==> config.mk <==
export PLATFORM = sky130hd
export DESIGN_NAME = switch_debouncer
export DESIGN_NICKNAME = d
export VERILOG_FILES = /design/src/rtl/switch_debouncer.sv
export SDC_FILE = /design/constraint.sdc
export NUM_CORES = 1
export LEC_CHECK = 0
export ABC_AREA = 0
export CORE_MARGIN = 1
export CORE_UTILIZATION = 54
export CTS_CLUSTER_SIZE = 20
export DETAILED_ROUTE_END_ITERATION = 10
export PLACE_DENSITY = 0.77
export SLEW_MARGIN = 10
export SYNTH_ARGS = -nofsm -noshare
export SYNTH_HDL_FRONTEND = slang
export SYNTH_HIERARCHICAL = 1
export SYNTH_SLANG_ARGS = --single-unit
==> constraint.sdc <==
create_clock -name clk -period 1.82 [get_ports clk]
set_clock_uncertainty 0.15 [all_clocks]
set_input_delay 0.364 -clock clk [delete_from_list [all_inputs] [get_ports clk]]
set_output_delay 0.364 -clock clk [all_outputs]
set_load 0.02 [all_outputs]
==> src/rtl/switch_debouncer.sv <==
// Per-bit synchroniser + stability-counter debouncer with registered rise/fall pulses.
// Optional sticky change flags with clear strobes when SW_EVENT_LATCH_EN is defined.

module switch_debouncer_bit #(
    parameter int SYNC_STAGES     = 2,
    parameter int DEBOUNCE_CYCLES = 16
) (
    input  logic clk,
    input  logic reset,
    input  logic sw_raw,
    output logic sw_db,
    output logic sw_rise,
    output logic sw_fall
);
    localparam int CW = (DEBOUNCE_CYCLES > 2) ? $clog2(DEBOUNCE_CYCLES) : 1;
    localparam logic [CW-1:0] TERM = CW'(DEBOUNCE_CYCLES - 1);

    typedef enum logic {STABLE, COUNTING} state_t;

    state_t                 state;
    logic [CW-1:0]          cnt;
    logic [SYNC_STAGES-1:0] sync_ff;
    logic                   sync;

    assign sync = sync_ff[SYNC_STAGES-1];

    always_ff @(posedge clk or posedge reset) begin
        if (reset) begin
            state   <= STABLE;
            cnt     <= '0;
            sync_ff <= '0;
            sw_db   <= 1'b0;
            sw_rise <= 1'b0;
            sw_fall <= 1'b0;
        end else begin
            sync_ff <= {sync_ff[SYNC_STAGES-2:0], sw_raw};
            sw_rise <= 1'b0;
            sw_fall <= 1'b0;
            case (state)
                STABLE: begin
                    if (sync != sw_db) begin
                        cnt   <= CW'(1);
                        state <= COUNTING;
                    end else begin
                        cnt <= '0;
                    end
                end
                COUNTING: begin
                    if (sync == sw_db) begin
                        // bounce: abandon the count without touching the output
                        cnt   <= '0;
                        state <= STABLE;
                    end else if (cnt == TERM) begin
                        sw_db   <= sync;
                        sw_rise <= sync;
                        sw_fall <= ~sync;
                        cnt     <= '0;
                        state   <= STABLE;
                    end else begin
                        cnt <= cnt + CW'(1);
                    end
                end
                default: begin
                    cnt   <= '0;
                    state <= STABLE;
                end
            endcase
        end
    end
endmodule

module switch_debouncer #(
    parameter int N_SW            = 4,
    parameter int SYNC_STAGES     = 2,
    parameter int DEBOUNCE_CYCLES = 16
) (
    input  logic            clk,
    input  logic            reset,
    input  logic [N_SW-1:0] sw_raw,
    output logic [N_SW-1:0] sw_db,
    output logic [N_SW-1:0] sw_rise,
`ifdef SW_EVENT_LATCH_EN
    output logic [N_SW-1:0] sw_fall,
    input  logic [N_SW-1:0] clr_event,
    output logic [N_SW-1:0] sw_event
`else
    output logic [N_SW-1:0] sw_fall
`endif
);
    for (genvar i = 0; i < N_SW; i++) begin : g_bit
        switch_debouncer_bit #(
            .SYNC_STAGES    (SYNC_STAGES),
            .DEBOUNCE_CYCLES(DEBOUNCE_CYCLES)
        ) u_bit (
            .clk    (clk),
            .reset  (reset),
            .sw_raw (sw_raw[i]),
            .sw_db  (sw_db[i]),
            .sw_rise(sw_rise[i]),
            .sw_fall(sw_fall[i])
        );
    end

`ifdef SW_EVENT_LATCH_EN
    // set has priority over a coincident clear so no edge is ever lost
    always_ff @(posedge clk or posedge reset) begin
        if (reset) sw_event <= '0;
        else       sw_event <= (sw_event & ~clr_event) | sw_rise | sw_fall;
    end
`endif
endmodule

==> out/qor.yml <==
outcome:
  status: "complete, no violations"
cts:
  htree_levels: 2
  cts_root_buf: "clkbuf_4"
  cts_tree: "built"
  clk_pin_slew_worst_paths_ns: 0.11
  cts_buffers: 5
  clock_sinks: 40
  clk_latency_ns: 0.34
  clk_path_buf_depth: 2
power_and_ir_drop:
  p_per_area_nw_per_um2: 806
  leakagePower_nw: 1.02
  vdd_drop_max_mv: 0.690
drt:
  antenna_left: 0
  dr.pass1.iters: 4
  viasPerCell: 5.59
  drc: 0
  wl_um: 2340
  drtIter0Drc: 17
  wl_per_cell_um: 14.3
  vias: 917
global_routing:
  grt_start_max_net_pins: 13
  grt_antenna_before_repair: 0
  track_usage_pct: 17.3
  grt_pass1_vias: 905
  grt_pass1_wl_um: 3960
  grt-ovfl-total: 0
synth:
  syn-cell-area_um2: 1560
  ys_seq_area_share_pct: 64.3
  synthCells: 108
  ys_seq_elements: 40
  synthesis.nets: 118
  synth.avg_cell_area_um2: 14.4
  synth_cell_type_count: 17
  yosys_warnings: 6
sta:
  setup_tns_ns: 0
  fin_crit_ns: 1.64
  maxSlewViolCount: 0
  max_freq_mhz: 608
  finalHoldViolations: 0
  relSlewSlack_pct: 74.3
  min_period_over_period_pct: 90.3
  setup_viol: 0
  rsz0062_at_grt: "no"
  worst_slew_pin_slew_ns: 0.385
hold_path:
  hp-class: "in2async"
critical_path:
  worstSetupPathType: "reg2out"
  cp_max_fo: 5
  crit_arrival_ns: 1.13
  critical_path.cell_chain: "dlygate4sd2_1"
  cp_num_buf_inv: 1
  cp-end-kind: "output pin"
  critical_path_required_ns: 1.31
  start_kind: "flop"
  path_delay_family: "flip-flops"
  crit_slowest_cell: "dfrtp_1"
  slowest_delay_ns: 0.43
layout:
  multi_input_area_um2: 541
  regArea_um2: 1000
  drive_gt1_share_pct: 17.3
  fill_cells: 212
  area_delta_synth_final_pct: 17.4
  antenna_cells: 0
  nets: 142
  utilization_pct: 66.9
floorplanning:
  start_util_pct: 56.9
  placementRows: 19
  io_pins: 18
  die_x_um: 55.7
  die_h_um: 55.7
  core_area_um2: 2730
  die_area_um2: 3100
placement:
  dp_hpwl_um: 1690
  place_congestion: 0.766
  io_buffers: 17
flow_run:
  drv_cap: 0
## cells in the final DEF, fill, tap and decap left out, drive strengths merged
cell type	n
a21boi	4
a21o	4
a311oi	4
a31o	4
a31oi	4
and2	4
and3	4
clkbuf	7
clkdlybuf4s50	5
clkinvlp	1
dfrtp	40
dlygate4sd2	8
dlymetal6s2s	4
ha	4
inv	4
mux2	4
nand2	4
nand4	4
nor2	4
nor3b	8
xnor2	4
xor2	4
## cell families (layout without fill, tap and decap cells)
logic type / Yosys count / in the layout / share of synthesized area, %
AOI/OAI and AO/OA: 20 / 20 / 11.6
xor gates and xnor gates: 8 / 8 / 4.50
DFF: 40 / 40 / 64.3
muxes: 4 / 4 / 2.89
buffers and inverters: 4 / 29 / 0.964
and+or+nand+nor: 28 / 28 / 12.5
adders and majority gates: 4 / 4 / 3.22
## sequential cells by signal, summed over array words and instances, names as in the netlist
register	flops
g_bit.u_bit/sync_ff	8
g_bit.u_bit/sw_rise	4
g_bit.u_bit/state	4
g_bit.u_bit/cnt	16
g_bit.u_bit/sw_db	4
g_bit.u_bit/sw_fall	4
## Yosys cell counts
cell type / instances / share of area, %
dfrtp_1: 40 / 64
nor3b_1: 8 / 3.9
a21boi_0: 4 / 1.9
a21o_1: 4 / 1.9
a311oi_2: 4 / 3.9
a31o_2: 4 / 2.3
a31oi_1: 4 / 1.6
and2_2: 4 / 1.9
and3_1: 4 / 1.6
ha_1: 4 / 3.2
inv_1: 4 / 0.96
mux2_1: 4 / 2.9
nand2_1: 4 / 0.96
nand4_2: 4 / 3.2
nor2_1: 4 / 0.96
xnor2_1: 4 / 2.3
xor2_1: 4 / 2.3
## power breakdown
group	internal (mW)	total [mW]	switching [mW]
combinational	0.0363	0.0754	0.0391
clock	0.189	0.460	0.271
sequential	0.913	0.937	0.0239
## final cells by class
type | count | area share, %
Sequential cell | 40 | 54.8
Tap cell | 31 | 2.12
Multi-Input combinational cell | 64 | 29.6
Clock buffer | 7 | 3.01
Timing Repair Buffer | 17 | 9.31
Inverter | 4 | 0.821
Clock inverter | 1 | 0.411
## path summary, 6_finish.rpt
kind                                                 from                         to  slack [ns]  cells past startpoint
max in group asynchronous                           reset       g_bit[3].u_bit/state        1.01                      2
worst min-delay path                                reset      g_bit[2].u_bit/cnt[1]        0.22                      2
worst min register to register  g_bit[1].u_bit/sync_ff[0]  g_bit[1].u_bit/sync_ff[1]        0.22                      0
worst max register to register      g_bit[2].u_bit/cnt[0]       g_bit[2].u_bit/sw_db        0.38                      3
worst max-delay path                 g_bit[2].u_bit/sw_db                   sw_db[2]        0.18                      1
min in group clk                g_bit[1].u_bit/sync_ff[0]  g_bit[1].u_bit/sync_ff[1]        0.22                      0
## metrics by stage
stage	hold WS [ns]	power (mW)	setup WS [ns]	std cells	area, µm²
5_1_grt	0.230	1.55	0.109	164	1830
3_3_place_gp	0.184	1.02	0.304	156	1770
6_report	0.220	1.47	0.176	164	1830
4_1_cts	0.218	1.50	0.000909	164	1820
3_5_place_dp	0.190	1.03	0.290	156	1770
2_1_floorplan	0.0542	1.00	0.472	108	1560
## timing repair
action,in CTS,in global routing
gates resized for setup,8,4
endpoints found under the setup margin,8,4
buffers inserted,0,0
hold buffers,0,0
## layer usage
layer  share of wire [%]  wire length, µm  up-vias  global-route usage [%]
met3                 5.7              133        6                    7.91
met2                  49             1140       18                    26.9
li1                    -                -      438                       -
met5                   0                0        -                       0
met1                  43             1020      455                    21.0
met4                 2.0               47        0                    7.50
Note: power is estimated with default switching activity, not from simulation.
